==> config.mk <==
export PLATFORM = sky130hd
export DESIGN_NAME = if_fetch_unit
export DESIGN_NICKNAME = d
export VERILOG_FILES = /design/src/rtl/if_fetch_unit.sv
export SDC_FILE = /design/constraint.sdc
export NUM_CORES = 1
export LEC_CHECK = 0
export CAP_MARGIN = 20
export CELL_PAD_IN_SITES_DETAIL_PLACEMENT = 0
export CELL_PAD_IN_SITES_GLOBAL_PLACEMENT = 1
export CORE_UTILIZATION = 41
export DETAILED_ROUTE_END_ITERATION = 8
export PLACE_DENSITY = 0.88
export SLEW_MARGIN = 0
export SYNTH_ARGS = -nofsm -noshare
export SYNTH_HDL_FRONTEND = slang
export SYNTH_SLANG_ARGS = --single-unit
==> constraint.sdc <==
create_clock -name Clk -period 2.78 [get_ports Clk]
set_input_delay 0.278 -clock Clk [delete_from_list [all_inputs] [get_ports Clk]]
set_output_delay 0.278 -clock Clk [all_outputs]
set_load 0.02 [all_outputs]
==> src/rtl/if_fetch_unit.sv <==
// ----------------------------------------------------------------------------
// if_fetch_unit
//
// Instruction-fetch sequencer between the PC register and the IF/ID pipeline
// register. It reads the instruction at the current PC over a req/ack memory
// port and drives the PC's Stall input, so the PC advances only when an
// instruction is handed downstream or a redirect (Flush) happens. A one-entry
// hold buffer absorbs an acknowledge that arrives while IF/ID is stalled. A
// request abandoned by a Flush is drained in DROP with its address held in
// Saved_Addr. A sticky error flag reports a memory that never acknowledges.
//
// Ports:
//   Clk, Rst          clock (rising edge), synchronous active-high reset
//   Pc_In             current PC value
//   Pc_Stall          to PC Stall input (0 = PC loads its next value)
//   Mem_Req/Mem_Addr  instruction memory read request and address
//   Mem_Ack/Mem_RData acknowledge and instruction word (same cycle)
//   Id_Stall          downstream stall, IF/ID outputs hold
//   Flush             redirect, the PC's next value is the target
//   Inst_Out/Pc_Out   registered instruction and its address
//   Inst_Valid        registered, 0 = bubble
//   Fetch_Err         sticky memory-timeout flag
// ----------------------------------------------------------------------------
module if_fetch_unit #(
    parameter int unsigned TIMEOUT = 255,
    parameter int unsigned CNT_W   = 8
) (
    input  logic        Clk,
    input  logic        Rst,
    input  logic [31:0] Pc_In,
    output logic        Pc_Stall,
    output logic        Mem_Req,
    output logic [31:0] Mem_Addr,
    input  logic        Mem_Ack,
    input  logic [31:0] Mem_RData,
    input  logic        Id_Stall,
    input  logic        Flush,
    output logic [31:0] Inst_Out,
    output logic [31:0] Pc_Out,
    output logic        Inst_Valid,
    output logic        Fetch_Err
);

    typedef enum logic [1:0] {S_IDLE, S_WAIT, S_HOLD, S_DROP} state_t;

    state_t             state_q, state_d;
    logic [31:0]        saved_addr_q, saved_addr_d;
    logic [31:0]        hold_inst_q, hold_inst_d;
    logic [31:0]        hold_pc_q, hold_pc_d;
    logic [31:0]        inst_out_q, inst_out_d;
    logic [31:0]        pc_out_q, pc_out_d;
    logic               inst_valid_q, inst_valid_d;
    logic               fetch_err_q, fetch_err_d;
    logic [CNT_W-1:0]   cnt_q, cnt_d;

    logic               release_pc;
    logic               req_c;

    localparam logic [CNT_W-1:0] TO_VAL = CNT_W'(TIMEOUT);

    always_ff @(posedge Clk) begin
        if (Rst) begin
            state_q      <= S_IDLE;
            saved_addr_q <= '0;
            hold_inst_q  <= '0;
            hold_pc_q    <= '0;
            inst_out_q   <= '0;
            pc_out_q     <= '0;
            inst_valid_q <= 1'b0;
            fetch_err_q  <= 1'b0;
            cnt_q        <= '0;
        end else begin
            state_q      <= state_d;
            saved_addr_q <= saved_addr_d;
            hold_inst_q  <= hold_inst_d;
            hold_pc_q    <= hold_pc_d;
            inst_out_q   <= inst_out_d;
            pc_out_q     <= pc_out_d;
            inst_valid_q <= inst_valid_d;
            fetch_err_q  <= fetch_err_d;
            cnt_q        <= cnt_d;
        end
    end

    always_comb begin
        state_d      = state_q;
        saved_addr_d = saved_addr_q;
        hold_inst_d  = hold_inst_q;
        hold_pc_d    = hold_pc_q;
        inst_out_d   = inst_out_q;
        pc_out_d     = pc_out_q;
        inst_valid_d = inst_valid_q;
        release_pc   = 1'b0;
        req_c        = 1'b0;

        case (state_q)
            S_IDLE: begin
                state_d = S_WAIT;
            end

            S_WAIT: begin
                req_c        = 1'b1;
                // Tracked every cycle so a Flush can hand the live address to DROP.
                saved_addr_d = Pc_In;
                if (Flush) begin
                    // Ack in the same cycle is dropped; otherwise drain it in DROP.
                    release_pc   = 1'b1;
                    inst_valid_d = 1'b0;
                    inst_out_d   = '0;
                    state_d      = Mem_Ack ? S_WAIT : S_DROP;
                end else if (Mem_Ack && !Id_Stall) begin
                    release_pc   = 1'b1;
                    inst_out_d   = Mem_RData;
                    pc_out_d     = Pc_In;
                    inst_valid_d = 1'b1;
                end else if (Mem_Ack) begin
                    // Downstream busy: park the word, PC stays put until delivery.
                    hold_inst_d = Mem_RData;
                    hold_pc_d   = Pc_In;
                    state_d     = S_HOLD;
                end else if (!Id_Stall) begin
                    inst_valid_d = 1'b0;
                end
            end

            S_HOLD: begin
                if (Flush) begin
                    release_pc   = 1'b1;
                    inst_valid_d = 1'b0;
                    inst_out_d   = '0;
                    state_d      = S_WAIT;
                end else if (!Id_Stall) begin
                    release_pc   = 1'b1;
                    inst_out_d   = hold_inst_q;
                    pc_out_d     = hold_pc_q;
                    inst_valid_d = 1'b1;
                    state_d      = S_WAIT;
                end
            end

            S_DROP: begin
                req_c = 1'b1;
                if (Mem_Ack) begin
                    state_d = S_WAIT;
                end
                if (Flush) begin
                    // A newer redirect may still load the PC; the old request drains on.
                    release_pc   = 1'b1;
                    inst_valid_d = 1'b0;
                    inst_out_d   = '0;
                end else if (!Id_Stall) begin
                    inst_valid_d = 1'b0;
                end
            end

            default: begin
                state_d = S_IDLE;
            end
        endcase
    end

    // Timeout: count un-acked request cycles, saturate, latch the error.
    always_comb begin
        cnt_d = '0;
        if (req_c && !Mem_Ack) begin
            cnt_d = (cnt_q == TO_VAL) ? cnt_q : cnt_q + CNT_W'(1);
        end
        fetch_err_d = fetch_err_q | (cnt_d == TO_VAL);
    end

    // Rst is synchronous, so state_q can still be WAIT/DROP during a reset cycle.
    assign Mem_Req    = req_c & ~Rst;
    assign Pc_Stall   = Rst | ~release_pc;
    assign Mem_Addr   = (state_q == S_DROP) ? saved_addr_q : Pc_In;
    assign Inst_Out   = inst_out_q;
    assign Pc_Out     = pc_out_q;
    assign Inst_Valid = inst_valid_q;
    assign Fetch_Err  = fetch_err_q;

endmodule

# Yosys cells after proc, flatten, opt, wreduce, memory -nomap -nowiden
# Index checks and enable logic that the tools add are counted.
dict set report word_totals {
  output_inout_bits 100
  regBits 172
  romBits 0
  latchBits 0
  inputBits 69
  ram_bits 0
  wordCells 83
  n_memories 0
}
dict set report classes {
  mul 0
  n_reduce_logical 13
  div_mod_pow 0
  addsub 1
  shift 0
  eq_ne 16
  magnitude_cmp 0
  bitwise_logic 7
  mux 37
}
# operator n
set ops {}
lappend ops {{two-way mux 32 bit} 10}
lappend ops {{case mux 32 bit (3 select lines)} 1}
lappend ops {{case mux 32 bit (2 select lines)} 1}
lappend ops {{equality test 8 bit, second input constant} 2}
lappend ops {{two-way mux 8 bit} 2}
lappend ops {{two-way mux 2 bit} 7}
lappend ops {{two-way mux 1 bit} 13}
lappend ops {{!= test 2 bit, second input constant} 6}
lappend ops {{!= test 3 bit, second input constant} 4}
lappend ops {{AND reduction 4 bit} 3}
lappend ops {{adder 8 x 1 -> 8 bit, second input constant} 1}
lappend ops {{case mux 2 bit (4 select lines)} 1}
lappend ops {{case mux 1 bit (3 select lines)} 2}
lappend ops {{AND reduction 5 bit} 1}
lappend ops {{equality test 2 bit, second input constant} 2}
lappend ops {{!= test 4 bit, second input constant} 1}
lappend ops {{inverter 1 bit} 4}
lappend ops {{AND reduction 3 bit} 1}
lappend ops {{nonzero test 3 bit} 1}
lappend ops {{equality test 2 x 1 -> 1 bit, second input constant} 1}
lappend ops {{logical AND 1 bit} 2}
lappend ops {{zero test 1 bit} 2}
lappend ops {{zero test 2 bit} 1}
lappend ops {{OR 1 bit} 2}
lappend ops {{other kinds (3)} 3}

# Depth between registers and ports, before layout
# Gate-level depths: netlist (run 1).
dict set report logic_depth {
  ltp_word 7
  mapped_depth 8
  mapped_depth_nobuf 6
}

# Worst setup path before layout (run 1)
# Ideal clock, no wire load.
dict set report synth_timing {
  kind {flip-flop to output port}
  from {register state_q[0]}
  to {output Pc_Stall}
  t_arrival_ns 1.902
  required_ns 2.502
  path_buffers 2
  stages_incl_launch_ff 6
  setup_slack_ns 0.600
  path_cell_list {dfxtp_1 -> inv_1 -> ha_1 -> buf_2 -> buf_2 -> o311ai_0}
}
dict set report synth_via {
  elab_chain_cells 4
  word_cells_on_any_way 6
  cone_classes {eq/ne: 3; mux: 1; bitwise: 2}
}
# element line_no
set synth_rtl {}
lappend synth_rtl {{from (decl)} 46} ;# state_t state_q, state_d;
lappend synth_rtl {{from (signal assigned)} 73} ;# state_q <= state_d;
lappend synth_rtl {{equality test 2 bit or equality test 2 x 1 -> 1 bit (tied branches)} 96} ;# case (state_q)
lappend synth_rtl {{case mux 1 bit (3 select lines) (*)} 96}
lappend synth_rtl {{inverter 1 bit (*)} 173} ;# assign Pc_Stall = Rst | ~release_pc;
lappend synth_rtl {{OR 1 bit (*)} 173}
lappend synth_rtl {{to (decl)} 31} ;# output logic Pc_Stall,
# Mark *: on every way between the ends. The rest lies on a longest branch, timed or not.

# Final worst setup path (run 1)
dict set report layout_timing {
  from {register state_q[0]}
  to {output Mem_Addr[3]}
}
dict set report layout_via {
  elab_chain_cells 2
}
# element line_no
set layout_rtl {}
lappend layout_rtl {{equality test 2 bit} 174} ;# assign Mem_Addr = (state_q == S_DROP) ? saved_addr_q : Pc_In;
lappend layout_rtl {{two-way mux 32 bit} 174}
lappend layout_rtl {{to (decl)} 33} ;# output logic [31:0] Mem_Addr,
# Every way passes these cells.

==> metrics, run 1 <==
P&R area growth vs syn 33.34%; Adder-Cell Fraction of Synth Area 0.8475%; max_cap viols 0; Relative slew margins 33.17%; R2R Path End Fetch_Err; largest net degree at the start of global routing 85; leak pwr 3.400 nW; startpoint types register; period utilisation layout 93.58%; RSZ-0062 raised after global routing no; Reg2Reg Setup Slack 590 ps; Setup CP Type register to output port; critical-path cell list ha_2 -> buf_4 -> mux2_2 -> clkdlybuf4s50_1; r2r worst-path depth 5; Fin. Hold Viols 0; Mapped Nets 887; clock sinks 172; Async SR Flop Fraction 0%; Buf/Inv on CP 2; GP Congestion 0.7336; Reg clk slew, reported paths 70 ps; Layout Cell Area excl Fill 9843 sq um; hold buffer count at CTS 0; peak supply drop 0.0004583 V; Setup Skew 6.058 ps; complex-gate fraction of the synthesized area 19.49%; hold path startpoint Rst; Final Net Count 1020; vias in the first global route 5762; Post CTS Setup Buffer Count 0; Vias/cell 5.289; Min-Delay Path Depth 2; Slew @ Worst Pin 1002 ps; Largest stage delay, worst path 560 ps; final antenna-violating net count 0; Synth cell types 40; Synth warnings 0; fraction of synthesized area in multiplexers 13.98%; depth of the CTS H-tree 4; largest family of logic cells by synthesized area compound AO/OA/AOI/OAI gates; # port buffers 168; CP Max Fanout 19; Hold Slack 194.8 ps; register area share after synthesis 46.64%; CTS root buf clkbuf_16; Inserted Clock Buffers 17; CP max-delay cell clkdlybuf4s50_1; hold path endpoint saved_addr_q[10]; CP Capture Type output port; initial core utilization 42.39%; endpoints failing setup 0; 1st-pass router iterations 4; Yosys top cell area share 46.64%; final setup TNS 0 ps; I/O pin count 169; Mapped Area 7382 sq um; 1st-iter DRT viols 412; simple-gate share of the synthesized area 12.49%; status finished, final reports clean; xor and xnor area share after synthesis 0.2373%; ant diodes 0; share of cells above drive strength 1 11.68%; DRC violations left 0; Total GRT Usage 20.59%; leading area contributor after synthesis dfxtp_1; via count 6262; clock buffer depth 2; Final min period 2601 ps; dominant synthesized flop cell dfxtp_1; total die area 18550 sq um; GR Overflow Total 0; Die Ht 136.2 microns; first-pass GRT wire length 30040 microns; Routed Wire Length 18760 microns; CTS tree built; Core Area 17420 sq um; antenna violations before repair 0; worst-skew pair later-pin latency 420 ps; count leader, synth dfxtp_1; critical path arrival 2320 ps; Cell Area, Placed 9234 sq um; worst path required time 2500 ps; fin. max-slew vios 0; DPL Wire Length 11830 microns; Seq cells post-synth 172; Hold WC Path Type input pin to register; Mapped Avg Cell Area 9.080 sq um; main area contributors after synthesis dfxtp_1 47%, mux2i_1 8.9%, a221oi_1 7.7%, nand2_1 6.8%, mux2_2 5.0%; final core occ 56.52%; f_max 384.4 MHz; EDFF count, synth 0; cell count after synthesis 813; routed len/inst 15.84 microns; die width 136.2 microns; Worst path top cell family by delay buffers and inverters; Worst R2R Start cnt_q[0]; Fillers 1553; num rows 48; pwr/cell area 648.4 nW/um^2; list of most frequent post-synthesis cells 172 x dfxtp_1, 134 x nand2_1, 73 x nor2_1
[cell usage in the layout (no fill, tap or decap), drive strengths merged, types with 2 or more instances in the layout]
| cell | count |
|---|---|
| a211oi | 32 |
| a21o | 4 |
| a21oi | 71 |
| a221oi | 65 |
| a31oi | 4 |
| and3 | 2 |
| buf | 20 |
| bufinv | 3 |
| clkbuf | 19 |
| clkdlybuf4s50 | 166 |
| clkinv | 4 |
| clkinvlp | 2 |
| dfxtp | 172 |
| ha | 5 |
| inv | 44 |
| mux2 | 33 |
| mux2i | 66 |
| nand2 | 134 |
| nand2b | 2 |
| nand3 | 4 |
| nand3b | 2 |
| nor2 | 73 |
| nor2b | 4 |
| nor3 | 5 |
| o2111ai | 3 |
| o21ai | 6 |
| o21bai | 2 |
[routing by layer]
metal | global-route usage (%) | part of all wire (%) | vias up
met2 | 33.47 | 47 | 144
met3 | 6.339 | 6.5 | 13
li1 | - | - | 3118
met5 | 0 | 0 | -
met1 | 26.48 | 45 | 2987
met4 | 4.815 | 0.78 | 0
[cell families (layout without fill, tap and decap cells)]
logic type      after synthesis  after routing
xor+xnor                      2              2
mux                          99             99
fa+ha+maj                     5              5
flops                       172            172
buf+inv                     113            259
simple gates                229            229
compound gates              193            193
[timing repair]
| item | in CTS | in global routing |
|---|---|---|
| resized for setup | 0 | 1 |
| hold endpoints to repair | 0 | 0 |
| endpoints found under the setup margin | 0 | 1 |
[area by class of cell]
| class | instances | area, sq um | area share (%) |
|---|---|---|---|
| Tap cell | 225 | 281.5 | 2.860 |
| Multi-Input combinational cell | 528 | 3496 | 35.52 |
| Clock inverter | 13 | 163.9 | 1.665 |
| Inverter | 40 | 150.1 | 1.525 |
| Timing Repair Buffer | 187 | 1866 | 18.95 |
| Sequential cell | 172 | 3443 | 34.98 |
| Clock buffer | 19 | 442.9 | 4.500 |
[registers in the layout, indices dropped and copies added (netlist names), 2 cells and up]
register,cells
cnt_q,8
saved_addr_q,32
hold_inst_q,32
Pc_Out,32
Inst_Out,32
hold_pc_q,32
state_q,2
[where the power goes]
part | leakage (nW) | total, W | switching, W | internal (W)
sequential | 1.40 | 0.00269 | 0.0000788 | 0.00262
combinational | 1.70 | 0.00123 | 0.000650 | 0.000575
clock | 0.295 | 0.00246 | 0.00102 | 0.00145
total | 3.40 | 0.00638 | 0.00175 | 0.00464
[through the flow]
stage	total power, W	setup WS (ps)	instances
after floorplan	0.003454	599.6	813
after global placement	0.003964	371.1	1152
after detailed placement	0.003976	369.2	1152
after CTS	0.006447	62.38	1184
after global routing	0.006658	73.81	1184
final	0.006383	178.6	1184
[how the worst max path moves through the flow]
stage	start	end	slack, ps	depth (start not counted)
floorplan	state_q[0]	Pc_Stall	600	5
global placement	Flush	Pc_Stall	370	3
detailed placement	Flush	Pc_Stall	370	3
CTS	state_q[0]	Pc_Stall	60	4
global route	state_q[0]	Mem_Addr[3]	70	4
finish	state_q[0]	Mem_Addr[3]	180	4
(Power assumes the default switching activity.)
==> run 2, diff against run 1 <==
Settings changed: REMOVE_ABC_BUFFERS set to 1.
==> run 2 against run 1 <==
Effect of this change: hold slack worse by 50 ps; non-clock buffer count is 5 lower; clock-buffer cell count stayed put; total power is 3.3% lower; sequential power hardly changed; setup slack worse by 45 ps; sequential share of layout area is 0.28 points higher; largest cell class unchanged.
==> metrics, run 2 (synthesized netlist as in run 1, its figures left out) <==
status finished, final reports clean; Routed Wire Length 18260 microns; hold path endpoint state_q[0]; hold path startpoint Rst; Layout Cell Area excl Fill 9764 sq um; f_max 377.9 MHz; M1 WL 8411 microns; final core occ 56.06%; die width 136.2 microns; DR WL met3 1503 microns; Reg clk slew, reported paths 60 ps; Die Ht 136.2 microns; GR Overflow Total 0; antenna violations before repair 0; max layer used met4; # port buffers 168; endpoints failing setup 0; CP Max Fanout 29; worst path required time 2500 ps; CP max-delay cell clkdlybuf4s50_1; Slew @ Worst Pin 756.6 ps; CP Capture Type output port; share of cells above drive strength 1 11.12%; fin. max-slew vios 0; fin cells 1178; Worst R2R Start cnt_q[0]; Vias/cell 5.233; GP Congestion 0.7634; Reg2Reg Setup Slack 630 ps; 1st-pass router iterations 5; period utilisation layout 95.18%; Core Area 17420 sq um; P&R area growth vs syn 32.27%; critical path arrival 2370 ps; 1st-iter DRT viols 453; routed len/inst 15.50 microns; clock sinks 172; Post-Place Cells 1147; Largest stage delay, worst path 560 ps; RSZ-0062 raised after global routing no; Min-Delay Path Depth 2; largest net degree at the start of global routing 72; Final min period 2646 ps; Cell Area, Placed 9205 sq um; clock buffer depth 2; Fin. Hold Viols 0; Setup CP Type register to output port; Post CTS Setup Buffer Count 0; Final Net Count 1015; depth of the CTS H-tree 4; Total GRT Usage 19.99%; vias in the first global route 5580; critical-path cell list ha_2 -> buf_12 -> mux2_2 -> clkdlybuf4s50_1; first-pass GRT wire length 29060 microns; leak pwr 3.339 nW; Hold WC Path Type input pin to register; most frequent cells in the layout 172 x dfxtp_1, 167 x clkdlybuf4s50_1, 134 x nand2_1, 73 x nor2_1, 71 x a21oi_1; Setup Skew 6.122 ps; I/O pin count 169; peak supply drop 0.0005038 V; DPL Wire Length 11170 microns; CTS root buf clkbuf_16; total die area 18550 sq um; pwr/cell area 632.0 nW/um^2; hold buffer count at CTS 0; post-cts sizing count 0; most common cell after layout, fill and taps aside dfxtp_1; ant diodes 0; CTS tree built; via count 6165; Relative slew margins 49.56%; metal2 WL 8214 microns; final antenna-violating net count 0; initial core utilization 42.39%; DRC violations left 0; num rows 48; R2R Path End Fetch_Err; startpoint types register; r2r worst-path depth 5; max_cap viols 0; Inserted Clock Buffers 17; worst-skew pair later-pin latency 420 ps
-- run 2: cell types whose count changed in the layout (fill, tap and decap cells not counted) --
cell / before / now
buf_12: 3 / 4
buf_4: 16 / 11
buf_6: 1 / 0
bufinv_16: 3 / 1
clkdlybuf4s50_1: 166 / 167
clkinv_2: 3 / 1
clkinv_4: 1 / 2
clkinvlp_4: 2 / 5
dlymetal6s2s_1: 1 / 0
inv_6: 4 / 3
-- run 2: area by class of cell --
type                       count  area (sq um)
clock buffer                  19         442.9
fill                        1591          7652
multi-input combinational    528          3496
tap                          225         281.5
clock inverter                12         116.4
timing repair buffer         182          1834
inverter                      40         150.1
sequential                   172          3443
-- run 2: worst max-delay path by stage --
stage	start	to	cells after the start
final	state_q[0]	Mem_Addr[15]	4
after global routing	state_q[0]	Mem_Addr[18]	4
after CTS	state_q[0]	Mem_Addr[13]	4
after detailed placement	Flush	hold_pc_q[12]	6
after global placement	Flush	Pc_Stall	3
after floorplan	state_q[1]	Pc_Out[13]	6
-- run 2: stage by stage --
step | hold WS [ps] | power (W) | setup TNS [ps] | setup slack (ps)
2_1_floorplan | 342.6 | 0.003394 | -120170 | -1085
3_3_place_gp | 440.8 | 0.003957 | 0 | 556.2
3_5_place_dp | 446.1 | 0.003969 | 0 | 540.7
4_1_cts | 127.9 | 0.006249 | 0 | 97.22
5_1_grt | 149.8 | 0.006449 | 0 | 24.18
6_report | 145.2 | 0.006171 | 0 | 134.0
-- run 2: worst max-delay path: cells and delay by family, from the launching register on --
kind	cells	cell delay, ps
adder cells (fa/ha/maj)	1	380
buffers and inverters	2	800
flip-flops	1	380
multiplexers	1	360
-- run 2: layer usage --
layer	vias to the layer above	global-route usage (%)
met5	-	0
met4	0	5.370
met3	10	6.525
met2	189	31.27
met1	2846	26.24
li1	3120	-
-- run 2: report_power, final --
group          switching (W)  total (W)  internal, W
clock network        0.00100    0.00226      0.00126
registers          0.0000779    0.00269      0.00262
logic               0.000645    0.00122     0.000572
==> run 3, diff against run 2 <==
Settings changed: CTS_CLUSTER_DIAMETER set to 150, TNS_END_PERCENT set to 1.
==> results of run 3 <==
Final layout, timing and power as in run 2 (identical DEF).
